===== src/rtl/bank_byte_access_ctrl_if.sv =====
// Request/response and bank-side signal bundle for the byte access controller.
// The controller connects through the slave modport; clients and the bank model
// together form the master side.
interface bank_byte_access_ctrl_if #(
    parameter int AW = 8
);
    logic [1:0]      req_valid;
    logic [1:0]      req_ready;
    logic [1:0]      req_we;
    logic [2*AW-1:0] req_addr;
    logic [3:0]      req_sel;
    logic [15:0]     req_wdata;
    logic [1:0]      rsp_valid;
    logic [7:0]      rsp_rdata;
    logic            busy;
    logic            bank_en;
    logic            bank_we;
    logic [AW-1:0]   bank_addr;
    logic [31:0]     bank_wdata;
    logic [31:0]     bank_rdata;

    modport slave (
        input  req_valid, req_we, req_addr, req_sel, req_wdata, bank_rdata,
        output req_ready, rsp_valid, rsp_rdata, busy,
               bank_en, bank_we, bank_addr, bank_wdata
    );

    modport master (
        output req_valid, req_we, req_addr, req_sel, req_wdata, bank_rdata,
        input  req_ready, rsp_valid, rsp_rdata, busy,
               bank_en, bank_we, bank_addr, bank_wdata
    );
endinterface


===== src/rtl/bank_byte_access_ctrl.sv =====
// Byte-granular access controller for a 32-bit word bank without byte enables.
// Two requesters share the bank round-robin; byte reads extract a lane from the
// word, byte writes read the word, merge the new byte and write the word back.
// Only one access is in flight; a response strobe closes every access.
module bank_byte_access_ctrl #(
    parameter int AW = 8
) (
    input  logic                    clk,
    input  logic                    rst_n,
    bank_byte_access_ctrl_if.slave  bus
);

    typedef enum logic [2:0] {
        ST_IDLE,
        ST_RD,
        ST_CAP,
        ST_WR,
        ST_RSP
    } state_t;

    state_t         r_state;
    state_t         w_next_state;
    logic           r_last_grant;
    logic           r_cap_we;
    logic           r_cap_id;
    logic [AW-1:0]  r_cap_addr;
    logic [1:0]     r_cap_sel;
    logic [7:0]     r_cap_wdata;
    logic [31:0]    r_word;
    logic [7:0]     r_old;

    logic           w_accept;
    logic           w_grant_id;
    logic [7:0]     w_lane;
    logic [31:0]    w_merged;

    // Pick the requester to serve: a sole requester wins, contention alternates.
    always_comb begin
        w_accept   = 1'b0;
        w_grant_id = 1'b0;
        if (r_state == ST_IDLE && rst_n) begin
            case (bus.req_valid)
                2'b01: begin
                    w_accept   = 1'b1;
                    w_grant_id = 1'b0;
                end
                2'b10: begin
                    w_accept   = 1'b1;
                    w_grant_id = 1'b1;
                end
                2'b11: begin
                    w_accept   = 1'b1;
                    w_grant_id = ~r_last_grant;
                end
                default: begin
                    w_accept   = 1'b0;
                    w_grant_id = 1'b0;
                end
            endcase
        end
    end

    // Extract the addressed lane from the bank word and build the merged write word.
    always_comb begin
        w_lane   = bus.bank_rdata[{r_cap_sel, 3'b000} +: 8];
        w_merged = r_word;
        w_merged[{r_cap_sel, 3'b000} +: 8] = r_cap_wdata;
    end

    // Sequence one access: read strobe, capture, optional write-back, response.
    always_comb begin
        w_next_state = r_state;
        case (r_state)
            ST_IDLE: if (w_accept) w_next_state = ST_RD;
            ST_RD:   w_next_state = ST_CAP;
            ST_CAP:  w_next_state = r_cap_we ? ST_WR : ST_RSP;
            ST_WR:   w_next_state = ST_RSP;
            ST_RSP:  w_next_state = ST_IDLE;
            default: w_next_state = ST_IDLE;
        endcase
    end

    // State register; reset aborts any access in progress.
    always_ff @(posedge clk or negedge rst_n) begin
        if (!rst_n) begin
            r_state <= ST_IDLE;
        end else begin
            r_state <= w_next_state;
        end
    end

    // Latch the winning request and remember who was served for round-robin.
    always_ff @(posedge clk or negedge rst_n) begin
        if (!rst_n) begin
            r_last_grant <= 1'b1;
            r_cap_we     <= 1'b0;
            r_cap_id     <= 1'b0;
            r_cap_addr   <= '0;
            r_cap_sel    <= '0;
            r_cap_wdata  <= '0;
        end else if (w_accept) begin
            r_last_grant <= w_grant_id;
            r_cap_id     <= w_grant_id;
            r_cap_we     <= bus.req_we[w_grant_id];
            r_cap_addr   <= w_grant_id ? bus.req_addr[2*AW-1:AW] : bus.req_addr[AW-1:0];
            r_cap_sel    <= w_grant_id ? bus.req_sel[3:2]        : bus.req_sel[1:0];
            r_cap_wdata  <= w_grant_id ? bus.req_wdata[15:8]     : bus.req_wdata[7:0];
        end
    end

    // Hold the bank word and the old byte returned with the response.
    always_ff @(posedge clk or negedge rst_n) begin
        if (!rst_n) begin
            r_word <= '0;
            r_old  <= '0;
        end else if (r_state == ST_CAP) begin
            r_word <= bus.bank_rdata;
            r_old  <= w_lane;
        end
    end

    // Decode bank, handshake and response outputs from the state; idle values are zero.
    always_comb begin
        bus.req_ready  = 2'b00;
        bus.rsp_valid  = 2'b00;
        bus.rsp_rdata  = 8'h00;
        bus.busy       = (r_state != ST_IDLE);
        bus.bank_en    = 1'b0;
        bus.bank_we    = 1'b0;
        bus.bank_addr  = '0;
        bus.bank_wdata = 32'h0;
        if (w_accept) begin
            bus.req_ready = w_grant_id ? 2'b10 : 2'b01;
        end
        case (r_state)
            ST_RD: begin
                bus.bank_en   = 1'b1;
                bus.bank_addr = r_cap_addr;
            end
            ST_WR: begin
                bus.bank_en    = 1'b1;
                bus.bank_we    = 1'b1;
                bus.bank_addr  = r_cap_addr;
                bus.bank_wdata = w_merged;
            end
            ST_RSP: begin
                bus.rsp_valid = r_cap_id ? 2'b10 : 2'b01;
                bus.rsp_rdata = r_old;
            end
            default: begin
                bus.bank_en = 1'b0;
            end
        endcase
    end

endmodule


===== src/flat_wrapper.sv =====
// flat-port wrapper written by rule: the top's interface ports become plain ports
module bank_byte_access_ctrl_flat 
#(
    parameter int AW = 8
)
  (clk, rst_n, bus_req_valid, bus_req_we, bus_req_addr, bus_req_sel, bus_req_wdata, bus_bank_rdata, bus_req_ready, bus_rsp_valid, bus_rsp_rdata, bus_busy, bus_bank_en, bus_bank_we, bus_bank_addr, bus_bank_wdata);
  bank_byte_access_ctrl_if #(.AW(AW)) bus_i ();
  input  logic clk;
  input  logic rst_n;
  input wire logic [$bits(bus_i.req_valid)-1:0] bus_req_valid;
  input wire logic [$bits(bus_i.req_we)-1:0] bus_req_we;
  input wire logic [$bits(bus_i.req_addr)-1:0] bus_req_addr;
  input wire logic [$bits(bus_i.req_sel)-1:0] bus_req_sel;
  input wire logic [$bits(bus_i.req_wdata)-1:0] bus_req_wdata;
  input wire logic [$bits(bus_i.bank_rdata)-1:0] bus_bank_rdata;
  output wire logic [$bits(bus_i.req_ready)-1:0] bus_req_ready;
  output wire logic [$bits(bus_i.rsp_valid)-1:0] bus_rsp_valid;
  output wire logic [$bits(bus_i.rsp_rdata)-1:0] bus_rsp_rdata;
  output wire logic [$bits(bus_i.busy)-1:0] bus_busy;
  output wire logic [$bits(bus_i.bank_en)-1:0] bus_bank_en;
  output wire logic [$bits(bus_i.bank_we)-1:0] bus_bank_we;
  output wire logic [$bits(bus_i.bank_addr)-1:0] bus_bank_addr;
  output wire logic [$bits(bus_i.bank_wdata)-1:0] bus_bank_wdata;
  assign bus_i.req_valid = bus_req_valid;
  assign bus_i.req_we = bus_req_we;
  assign bus_i.req_addr = bus_req_addr;
  assign bus_i.req_sel = bus_req_sel;
  assign bus_i.req_wdata = bus_req_wdata;
  assign bus_i.bank_rdata = bus_bank_rdata;
  assign bus_req_ready = bus_i.req_ready;
  assign bus_rsp_valid = bus_i.rsp_valid;
  assign bus_rsp_rdata = bus_i.rsp_rdata;
  assign bus_busy = bus_i.busy;
  assign bus_bank_en = bus_i.bank_en;
  assign bus_bank_we = bus_i.bank_we;
  assign bus_bank_addr = bus_i.bank_addr;
  assign bus_bank_wdata = bus_i.bank_wdata;
  bank_byte_access_ctrl #(.AW(AW)) u_core (.clk(clk), .rst_n(rst_n), .bus(bus_i));
endmodule

===== config.mk =====
export PLATFORM = sky130hd
export DESIGN_NAME = bank_byte_access_ctrl_flat
export DESIGN_NICKNAME = d
export VERILOG_FILES = /design/src/rtl/bank_byte_access_ctrl_if.sv /design/src/rtl/bank_byte_access_ctrl.sv /design/src/flat_wrapper.sv
export SDC_FILE = /design/constraint.sdc
export NUM_CORES = 1
export LEC_CHECK = 0
export CORE_MARGIN = 1.5
export CORE_UTILIZATION = 64
export DETAILED_ROUTE_END_ITERATION = 16
export DONT_BUFFER_PORTS = 1
export GPL_TIMING_DRIVEN = 0
export PLACE_DENSITY = 0.86
export SETUP_SLACK_MARGIN = 0.5
export SKIP_LAST_GASP = 1
export SLEW_MARGIN = 20
export SYNTH_ARGS = -nofsm -noshare
export SYNTH_HDL_FRONTEND = slang
export SYNTH_SLANG_ARGS = --single-unit
export TNS_END_PERCENT = 5

===== constraint.sdc =====
create_clock -name clk -period 3.1 [get_ports clk]
set_clock_uncertainty 0.2 [all_clocks]
set_input_delay 0.465 -clock clk [delete_from_list [all_inputs] [get_ports clk]]
set_output_delay 0.465 -clock clk [all_outputs]
set_load 0.05 [all_outputs]

==> results of run 1 <==
per-layer routing:
layer | share of wire | track usage | vias to the layer above
li1 | - | - | 1354
met1 | 0.38 | 0.428 | 1544
met2 | 0.49 | 0.585 | 212
met3 | 0.10 | 0.0908 | 28
met4 | 0.018 | 0.102 | 0
met5 | 0 | 0 | -
report_power, final:
| group | total, uW | switching, uW | internal (uW) |
|---|---|---|---|
| logic | 2960 | 1770 | 1190 |
| registers | 1550 | 292 | 1260 |
| clock network | 731 | 318 | 414 |
stage by stage:
| stage | util | setup slack [ns] |
|---|---|---|
| 3_3_place_gp | 0.734 | -0.149 |
| 6_report | 0.823 | 0.149 |
| 3_5_place_dp | 0.736 | -0.142 |
| 4_1_cts | 0.808 | 0.201 |
| 5_1_grt | 0.823 | 0.0849 |
| 2_1_floorplan | - | 0.387 |
layout make-up:
type                       instances  area, sq um  share of cell area
timing repair buffer              18          176              0.0387
multi-input combinational        263         2250               0.493
clock inverter                     3         40.0             0.00878
tap                               72         90.1              0.0198
clock buffer                      13          159              0.0349
inverter                           4         22.5             0.00494
sequential                        64         1600               0.352
buffer                            30          221              0.0486
kinds of logic (layout without fill, tap and decap cells):
logic type | Yosys count | count (layout) | share of synthesized area
buffers and inverters | 34 | 68 | 0.0503
flip-flops | 64 | 64 | 0.432
multiplexers | 49 | 49 | 0.173
AND/OR/NAND/NOR | 113 | 113 | 0.171
AO/OA/AOI/OAI | 96 | 96 | 0.157
adder cells (fa/ha/maj) | 5 | 5 | 0.0169
sequential cells by signal, indices dropped and copies added (netlist names):
name                 cells
u_core.r_cap_sel         2
u_core.r_cap_we          1
u_core.r_last_grant      1
u_core.r_old             8
u_core.r_cap_addr        8
u_core.r_state           3
u_core.r_word           32
u_core.r_cap_wdata       8
u_core.r_cap_id          1
path summary, 6_finish.rpt:
path / to / slack, ns
setup reg to reg: u_core.r_word[15]$_DFFE_PN0N_ / 1.03
min in group asynchronous: u_core.r_word[6]$_DFFE_PN0N_ / 0.47
hold reg to reg: u_core.r_cap_addr[0]$_DFFE_PN0P_ / 0.28
hold / removal: u_core.r_word[30]$_DFFE_PN0N_ / 0.06
setup / recovery: bus_bank_wdata[15] / 0.15
max in group asynchronous: u_core.r_last_grant$_DFFE_PN1P_ / 1.93
placed cells by master, fill, tap and decap left out, drive strengths merged, types with 2 or more instances in the layout:
| cell type | count |
|---|---|
| nand2 | 3 |
| mux4 | 8 |
| ha | 5 |
| clkbuf | 25 |
| buf | 34 |
| dfrtp | 63 |
| mux2 | 41 |
| and2 | 17 |
| nand2b | 4 |
| nand3b | 3 |
| nor2b | 24 |
| o21ai | 19 |
| clkinvlp | 2 |
| a32oi | 8 |
| nand4 | 2 |
| nor2 | 50 |
| inv | 2 |
| nor3b | 4 |
| nor4bb | 2 |
| dlygate4sd3 | 2 |
| o31ai | 17 |
| a21oi | 45 |
| clkinv | 2 |
timing repair:
| item | in CTS | in global routing |
|---|---|---|
| hold buffers | 3 | 0 |
| endpoints found under the setup margin | 50 | 50 |
| resized for setup | 21 | 10 |
| endpoints found under the hold margin | 65 | 0 |
| pin swaps | 8 | 5 |
| buffers inserted | 9 | 5 |
==> reports/results.txt, run 1 <==
Number of buffers and inverters on the critical path - 4
H-tree levels - 3
Largest net degree at the start of global routing - 65
Via count - 3,138
1st-iter DRT viols - 307
Worst-Margin Slew - 0.929 ns
Power Total - 5240 uW
First-pass GRT wire length - 16.0 mm
CP cell instances - clkbuf_8 > clkinvlp_4 > ha_4 > clkbuf_8 > and4b_1 > clkbuf_2 > a21oi_1 > nor2_4
Maximum vdd ir drop - 0.000590 V
Post-Syn Area - 3710 sq um
CP max stage delay - 0.36 ns
Placed cells - 434
Power density over cell area - 1150 nW/um^2
Ports - 129
CORE AREA - 5540 sq um
Seq/Total Area, Yosys - 0.432
Area fraction of the dominant cell type after synthesis - 0.425
Register bit total from synthesis - 64
Req. time, crit path - 2.43 ns
Top-count cell post-synth - dfrtp_1
Max Cap Violations - 0
Final Routed Wirelength - 11.1 mm
Syn_nets - 440
Routed Antenna Nets - 0
Hold slack - 0.0633 ns
Finished Layout Cells - 467
Filler Cell Count - 338
Total inserted antenna cells - 0
Critical R2R Launch - u_core.r_state[1]$_DFFE_PN0P_
Die Width - 79.1 um
Final period utilization - 0.952
CP Capture Type - output pin
Top post-synthesis cells by area - dfrtp_1 (43%), mux2_2 (12%), a21oi_1 (6.1%), mux4_2 (4.9%), nor2_1 (4.9%)
Post-route cell area - 4560 sq um
HP Class - primary input to flip-flop
Startpoint types - flip-flop
Final setup vio count - 0
Placement Cell Area - 4080 sq um
Row cnt - 27
Layout cells sized above 1 - 0.392
Status - completed
Initial antenna violation count - 0
Hold Crit Depth - 1
CP most frequent cell - clkbuf_8
Hold Violations, Final - 0
CP top delay family - buffers and inverters
CTS root buf - clkbuf_8
Fmax - 339 MHz
GRT Util Overall - 0.343
I/O Buffers - 0
Synthesized instance count - 361
Commonest cells in the netlist - dfrtp_1 (63), nor2_1 (48), a21oi_1 (45)
Async S/R FF share, synth - 1.00
R2R depth - 4
Area Growth Syn to Fin - 22.9%
Reg clk slew, reported paths - 0.07 ns
CP Max Fanout - 10
Hold Crit Start - bus_bank_rdata[30]
GR Overflow Total - 0
Clk_lat worst skew - 0.34 ns
Slowest cell on crit path - dfrtp_1
Tmin final - 2.95 ns
Levels on crit path - 8
Via/cell ratio - 6.72
Post-synth EDFFs - 0
Hpwl dp - 6.97 mm
Die Ht - 79.1 um
Starting Density - 0.669
Vias in the first global route - 3,083
Synth unique cells - 39
Max-slew headroom - 0.379
RSZ-0062 raised after global routing - true
Bufs on Longest Clock Path - 2
Crit. Startpoint - u_core.r_cap_sel[1]$_DFFE_PN0P_
Crit path DAT - 2.29 ns
Leakage - 0.00178 uW
Die ar. - 6260 sq um
TritonCTS clock tree - yes
Syn avg cell area - 10.3 sq um
Dominant cell type by area after synthesis - dfrtp_1
DRC Markers - 0
TritonCTS Buffers - 9
Drt pass-1 iters - 5
Ys Warns - 0
Avg WL per Cell - 23.7 um
Main flop type after synthesis - dfrtp_1
Setup TNS Final - 0 ns
CP Class - flip-flop to output pin
Slew Viols, Final - 0
Clock sinks - 64
Routability cong. - 0.820
NumNets Final - 469
Power figures use the tool's default switching activity.
==> inputs of run 2 (changes only) <==
Settings changed: ABC_AREA set to 1.
==> run 2 against run 1 <==
  * Count of clock-buffer cells in the layout stayed put
  * Maximum frequency rose by 3.8%
  * Synthesized area rose by 2.2%
  * Synthesized cell count increased by 58%
  * Non-clock buffer count up 1
  * Critical path depth increased by 3
  * Cell area rose by 5.4%
  * Critical path type unchanged
==> reports/results.txt, run 2 <==
Hold Crit Start - bus_bank_rdata[1] (was bus_bank_rdata[30])
Ports - 129 (unchanged)
I/O Buffers - 0 (unchanged)
RSZ-0062 raised after global routing - true (unchanged)
Largest Register - u_core.r_word (unchanged)
Mux share of post-synthesis cell area - 0 (was 0.173)
Dominant cell type by area after synthesis - dfrtp_1 (unchanged)
Register bit total from synthesis - 64 (unchanged)
Placement Cell Area - 4170 sq um (was 4080 sq um)
Area fraction of the dominant cell type after synthesis - 0.416 (was 0.425)
R2R depth - 8 (was 4)
Final Routed Wirelength - 12.8 mm (was 11.1 mm)
Commonest non-fill, non-tap cell in the layout - nand2_1 (was dfrtp_1)
CP max stage delay - 0.37 ns (was 0.36 ns)
Largest register FFs - 32 (unchanged)
Layout cells sized above 1 - 0.186 (was 0.392)
Die ar. - 6390 sq um (was 6260 sq um)
Crit path DAT - 2.18 ns (was 2.29 ns)
Final core utilization - 0.857 (was 0.823)
Post-synthesis simple-gate area fraction - 0.327 (was 0.171)
Top-count cell post-synth - nand2_1 (was dfrtp_1)
Filler Cell Count - 332 (was 338)
Setup TNS Final - 0 ns (unchanged)
Placed cells - 642 (was 434)
XOR/XNOR share of the synthesized area - 0 (unchanged)
Req. time, crit path - 2.43 ns (about the same)
Commonest cells in the netlist - nand2_1 (230), inv_1 (69), dfrtp_1 (63), nor2_1 (63), a21oi_1 (35) (was dfrtp_1 (63), nor2_1 (48), a21oi_1 (45))
Die Ht - 80.0 um (was 79.1 um)
Area of the multi-input gates - 2200 sq um (was 2250 sq um)
Post-route cell area - 4800 sq um (was 4560 sq um)
Worst reg2reg endpoint - u_core.r_cap_wdata[1]$_DFFE_PN0P_ (was u_core.r_word[15]$_DFFE_PN0N_)
Routability cong. - 0.969 (was 0.820)
Synthesized instance count - 570 (was 361)
Maximum vdd ir drop - 0.000620 V (was 0.000590 V)
Row cnt - 27 (unchanged)
CP Capture Type - output pin (unchanged)
Post-Syn Area - 3790 sq um (was 3710 sq um)
Die Width - 80.0 um (was 79.1 um)
Flop2flop setup slack - 0.96 ns (was 1.03 ns)
H-tree levels - 3 (unchanged)
CTS root buf - clkbuf_8 (unchanged)
CP cell instances - buf_6 > buf_8 > inv_6 > ha_4 > buf_8 > inv_6 > nand2_4 > nor3_4 > buf_6 > nand2_4 > a21oi_4 (was clkbuf_8 > clkinvlp_4 > ha_4 > clkbuf_8 > and4b_1 > clkbuf_2 > a21oi_1 > nor2_4)
HP Class - primary input to flip-flop (unchanged)
Starting Density - 0.676 (was 0.669)
Ys Warns - 0 (unchanged)
Tmin final - 2.84 ns (was 2.95 ns)
CP top delay family - buffers and inverters (unchanged)
NumNets Final - 681 (was 469)
Adder-Cell Fraction of Synth Area - 0.0165 (was 0.0169)
DRC Markers - 0 (unchanged)
Startpoint types - flip-flop (unchanged)
Seq/Total Area, Yosys - 0.423 (was 0.432)
Status - completed (unchanged)
Vias in the first global route - 4,009 (was 3,083)
Bufs on Longest Clock Path - 2 (unchanged)
Clk_lat worst skew - 0.35 ns (was 0.34 ns)
Clock sinks - 64 (unchanged)
Critical R2R Launch - u_core.r_state[0]$_DFFE_PN0P_ (was u_core.r_state[1]$_DFFE_PN0P_)
Number of buffers and inverters on the critical path - 6 (was 4)
CP Class - flip-flop to output pin (unchanged)
Top post-synthesis cells by area - dfrtp_1 (42%), nand2_1 (23%), inv_1 (6.8%), nor2_1 (6.2%), a21oi_1 (4.6%) (was dfrtp_1 (43%), mux2_2 (12%), a21oi_1 (6.1%), mux4_2 (4.9%), nor2_1 (4.9%))
Routed Antenna Nets - 0 (unchanged)
Max-slew headroom - 0.389 (was 0.379)
Post-synth EDFFs - 0 (unchanged)
Largest family of logic cells by synthesized area - simple AND/OR/NAND/NOR gates (was multiplexers)
Slew Viols, Final - 0 (unchanged)
Slowest cell on crit path - dfrtp_1 (unchanged)
First-pass GRT wire length - 19.7 mm (was 16.0 mm)
Most frequent cells in the layout - nand2_1 (222), inv_1 (64), dfrtp_1 (61) (was dfrtp_1 (62), a21oi_1 (41), mux2_2 (39))
Synth Area in Compound Gates - 0.122 (was 0.157)
TritonCTS clock tree - yes (unchanged)
Largest net degree at the start of global routing - 65 (unchanged)
TritonCTS Buffers - 9 (unchanged)
Async S/R FF share, synth - 1.00 (unchanged)
Drt pass-1 iters - 6 (was 5)
1st-iter DRT viols - 345 (was 307)
Reg clk slew, reported paths - 0.07 ns (about the same)
Dpl ws - 0.0242 ns (was -0.142 ns)
Hold Violations, Final - 0 (unchanged)
Power density over cell area - 1090 nW/um^2 (was 1150 nW/um^2)
Fmax - 352 MHz (was 339 MHz)
Total inserted antenna cells - 0 (unchanged)
Worst-Margin Slew - 0.913 ns (was 0.929 ns)
Area Growth Syn to Fin - 26.7% (was 22.9%)
GRT Util Overall - 0.415 (was 0.343)
Initial antenna violation count - 0 (unchanged)
Hpwl dp - 8.06 mm (was 6.97 mm)
Final setup vio count - 0 (unchanged)
CP Max Fanout - 4 (was 10)
CORE AREA - 5610 sq um (was 5540 sq um)
Finished Layout Cells - 679 (was 467)
Sequential Area - 1610 sq um (was 1600 sq um)
Synth unique cells - 26 (was 39)
Hold worst-path end - u_core.r_word[1]$_DFFE_PN0N_ (was u_core.r_word[30]$_DFFE_PN0N_)
Max Cap Violations - 0 (unchanged)
Syn avg cell area - 6.65 sq um (was 10.3 sq um)
Levels on crit path - 11 (was 8)
Syn_nets - 649 (was 440)
Avg WL per Cell - 18.8 um (was 23.7 um)
Final period utilization - 0.917 (was 0.952)
Via count - 4,057 (was 3,138)
Hold Crit Depth - 2 (was 1)
Crit. Startpoint - u_core.r_cap_sel[1]$_DFFE_PN0P_ (unchanged)
Setup WS post-layout - 0.258 ns (was 0.149 ns)
Main flop type after synthesis - dfrtp_1 (unchanged)
Via/cell ratio - 5.97 (was 6.72)
Leakage - 0.00242 uW (was 0.00178 uW)
GR Overflow Total - 0 (unchanged)
-- run 2: timing repair --
action | CTS | global route
endpoints found under the setup margin | 43 | 43
hold buffers | 2 | 0
pin swaps | 11 | 3
gates resized for setup | 62 | 6
endpoints found under the hold margin | 64 | 0
buffers inserted | 18 | 1
-- run 2: kinds of logic after synthesis --
group / count (synthesis)
AO/OA/AOI/OAI: 84
AND/OR/NAND/NOR: 314
adder cells (fa/ha/maj): 5
flip-flops: 64
buffers and inverters: 103
-- run 2: worst max path at each step --
stage	slack, ns	end
floorplan	0.39	bus_bank_wdata[12]
global placement	0.06	bus_bank_wdata[14]
detailed placement	0.02	bus_bank_wdata[14]
CTS	0.34	bus_bank_wdata[18]
global route	0.23	bus_bank_wdata[28]
finish	0.26	bus_bank_wdata[16]
-- run 2: layout make-up --
| cell class | count | area share |
|---|---|---|
| Clock inverter | 3 | 0.0135 |
| Multi-Input combinational cell | 403 | 0.459 |
| Buffer | 28 | 0.0409 |
| Inverter | 75 | 0.0636 |
| Tap cell | 72 | 0.0188 |
| Timing Repair Buffer | 21 | 0.0391 |
| Sequential cell | 64 | 0.334 |
| Clock buffer | 13 | 0.0310 |
-- run 2: report_power, final --
| part | internal (uW) | switching [uW] |
|---|---|---|
| Sequential | 1240 | 347 |
| Combinational | 827 | 2020 |
| Clock | 475 | 323 |
| Total | 2540 | 2690 |
-- run 2: per-layer routing --
| metal | wire length [um] | vias to the layer above | global-route usage |
|---|---|---|---|
| met2 | 6100 | 278 | 0.695 |
| li1 | - | 1816 | - |
| met3 | 1250 | 81 | 0.105 |
| met1 | 4760 | 1882 | 0.506 |
| met4 | 662 | 0 | 0.178 |
| met5 | 0 | - | 0 |
-- run 2: through the flow --
| stage | total power, uW | hold WS (ns) |
|---|---|---|
| 3_5_place_dp | 3770 | -0.0288 |
| 4_1_cts | 5000 | 0.0270 |
| 5_1_grt | 5490 | 0.0312 |
| 3_3_place_gp | 3690 | -0.0293 |
| 6_report | 5230 | 0.0290 |
| 2_1_floorplan | 3290 | -0.0306 |
==> inputs of run 3 (changes only) <==
Settings changed: SETUP_SLACK_MARGIN 0.5 to 0.2.
==> run 3 against run 2 <==
  * Worst setup slack worse by 0.17 ns
  * Count of clock-buffer cells in the layout is 4 lower
  * Final cell count is 0.74% lower
  * Critical path type unchanged
  * Worst hold slack worse by 0.012 ns
  * Cell area is 3.0% lower
  * Non-clock buffer count is 4 lower
  * Clock power is 21% lower
  * Critical endpoint is now bus_bank_wdata[21]
  * Critical path depth is 3 lower
==> reports/results.txt, run 3 (synthesis results as in run 2) <==
Hpwl dp - 8.01 mm (was 8.06 mm)
R2R depth - 8 (unchanged)
Crit path DAT - 2.34 ns (was 2.18 ns)
Die Width - 80.0 um (unchanged)
Req. time, crit path - 2.43 ns (about the same)
Ports - 129 (unchanged)
Routed Antenna Nets - 0 (unchanged)
Critical R2R Launch - u_core.r_state[0]$_DFFE_PN0P_ (unchanged)
Via/cell ratio - 5.75 (was 5.97)
Total inserted antenna cells - 0 (unchanged)
Slowest cell on crit path - dfrtp_1 (unchanged)
Placed cells - 642 (unchanged)
Final core utilization - 0.831 (was 0.857)
CTS root buf - clkbuf_8 (unchanged)
Flop2flop setup slack - 0.98 ns (was 0.96 ns)
Largest register FFs - 32 (unchanged)
Clk_lat worst skew - 0.36 ns (was 0.35 ns)
I/O Buffers - 0 (unchanged)
CP Class - flip-flop to output pin (unchanged)
Slew Viols, Final - 0 (unchanged)
Layout cells sized above 1 - 0.179 (was 0.186)
NumNets Final - 677 (was 681)
Most frequent cells in the layout - nand2_1 (221), inv_1 (65), dfrtp_1 (63) (was nand2_1 (222), inv_1 (64), dfrtp_1 (61))
Hold Violations, Final - 0 (unchanged)
Dpl ws - -0.539 ns (was 0.0242 ns)
RSZ-0062 raised after global routing - true (unchanged)
Power Total - 4860 uW (was 5230 uW)
Final Routed Wirelength - 12.1 mm (was 12.8 mm)
Row cnt - 27 (unchanged)
Largest Register - u_core.r_word (unchanged)
Area Growth Syn to Fin - 22.9% (was 26.7%)
CP top delay family - buffers and inverters (unchanged)
Hold Crit Depth - 2 (unchanged)
HP Class - primary input to flip-flop (unchanged)
Clock sinks - 64 (unchanged)
Worst reg2reg endpoint - u_core.r_cap_sel[1]$_DFFE_PN0P_ (was u_core.r_cap_wdata[1]$_DFFE_PN0P_)
1st-iter DRT viols - 357 (was 345)
Routability cong. - 0.922 (was 0.969)
Commonest non-fill, non-tap cell in the layout - nand2_1 (unchanged)
CP Capture Type - output pin (unchanged)
CP cell instances - buf_6 > clkinvlp_4 > ha_4 > nand2_1 > nor3_4 > buf_6 > nand2_2 > a21oi_4 (was buf_6 > buf_8 > inv_6 > ha_4 > buf_8 > inv_6 > nand2_4 > nor3_4 > buf_6 > nand2_4 > a21oi_4)
Initial antenna violation count - 0 (unchanged)
CORE AREA - 5610 sq um (unchanged)
H-tree levels - 3 (unchanged)
DRC Markers - 0 (unchanged)
GR Overflow Total - 0 (unchanged)
Worst-Margin Slew - 0.920 ns (was 0.913 ns)
Hold worst-path end - u_core.r_word[5]$_DFFE_PN0N_ (was u_core.r_word[1]$_DFFE_PN0N_)
Vias in the first global route - 3,640 (was 4,009)
First-pass GRT wire length - 17.7 mm (was 19.7 mm)
Max-slew headroom - 0.384 (was 0.389)
GRT Util Overall - 0.372 (was 0.415)
Starting Density - 0.676 (unchanged)
Setup TNS Final - 0 ns (unchanged)
CP most frequent cell - buf_6
CP max stage delay - 0.40 ns (was 0.37 ns)
Largest net degree at the start of global routing - 65 (unchanged)
Maximum vdd ir drop - 0.000637 V (was 0.000620 V)
Die Ht - 80.0 um (unchanged)
Tmin final - 3.01 ns (was 2.84 ns)
Drt pass-1 iters - 5 (was 6)
Status - completed (unchanged)
Fmax - 332 MHz (was 352 MHz)
Power density over cell area - 1040 nW/um^2 (was 1090 nW/um^2)
TritonCTS clock tree - yes (unchanged)
Avg WL per Cell - 18.0 um (was 18.8 um)
Setup WS post-layout - 0.0903 ns (was 0.258 ns)
Number of buffers and inverters on the critical path - 3 (was 6)
Finished Layout Cells - 674 (was 679)
Startpoint types - flip-flop (unchanged)
CP Max Fanout - 8 (was 4)
Final setup vio count - 0 (unchanged)
Filler Cell Count - 339 (was 332)
Die ar. - 6390 sq um (unchanged)
Hold Crit Start - bus_bank_rdata[5] (was bus_bank_rdata[1])
Reg clk slew, reported paths - 0.08 ns (was 0.07 ns)
Max Cap Violations - 0 (unchanged)
Bufs on Longest Clock Path - 2 (unchanged)
Via count - 3,875 (was 4,057)
TritonCTS Buffers - 9 (unchanged)
Final period utilization - 0.971 (was 0.917)
Leakage - 0.00232 uW (was 0.00242 uW)
-- run 3: how the worst max path moves through the flow --
stage                     depth (start not counted)                 end  slack [ns]                             from
after global placement                            7  bus_bank_wdata[31]       -0.49  u_core.r_cap_sel[1]$_DFFE_PN0P_
after floorplan                                   6  bus_bank_wdata[14]       -0.06    u_core.r_state[2]$_DFFE_PN0P_
after global routing                              8  bus_bank_wdata[20]        0.02  u_core.r_cap_sel[0]$_DFFE_PN0P_
after CTS                                         6   bus_bank_wdata[8]        0.07    u_core.r_state[2]$_DFFE_PN0P_
final                                             8  bus_bank_wdata[21]        0.09  u_core.r_cap_sel[0]$_DFFE_PN0P_
after detailed placement                          7   bus_bank_wdata[3]       -0.54  u_core.r_cap_sel[1]$_DFFE_PN0P_
-- run 3: stage by stage --
step	hold slack [ns]	cell area (sq um)
global route	0.0240	4660
floorplan	-0.0306	3820
global placement	-0.0293	3920
CTS	0.0215	4520
detailed placement	-0.0292	3920
finish	0.0168	4660
-- run 3: power breakdown --
group | switching (uW) | total [uW] | internal [uW]
Clock | 348 | 630 | 282
Sequential | 312 | 1550 | 1240
Combinational | 1920 | 2680 | 759
Total | 2580 | 4860 | 2280
-- run 3: what timing repair did --
action                                 CTS  global route
setup endpoints to repair               32            33
buffers inserted                         6             9
endpoints found under the hold margin   64             0
pin swaps                                6            12
hold buffers                             2             0
gates resized for setup                 71            24
gates cloned                             0             0
-- run 3: metal layers --
layer  vias up  routed length, um  GRT usage
met5         -                  0          0
met4         0                467      0.155
met3        46               1060      0.115
met2       218               5820      0.608
met1      1807               4780      0.454
li1       1804                  -          -
-- run 3: layout make-up --
| cell class | instances | area (sq um) | area share |
|---|---|---|---|
| multi-input cells | 403 | 2170 | 0.466 |
| flip-flops and latches | 64 | 1600 | 0.344 |
| inverters | 75 | 299 | 0.0642 |
| plain buffers | 28 | 179 | 0.0384 |
| repair buffers | 17 | 154 | 0.0330 |
| clock buffers | 9 | 124 | 0.0266 |
| well taps | 72 | 90.1 | 0.0193 |
| clock inverters | 6 | 37.5 | 0.00806 |
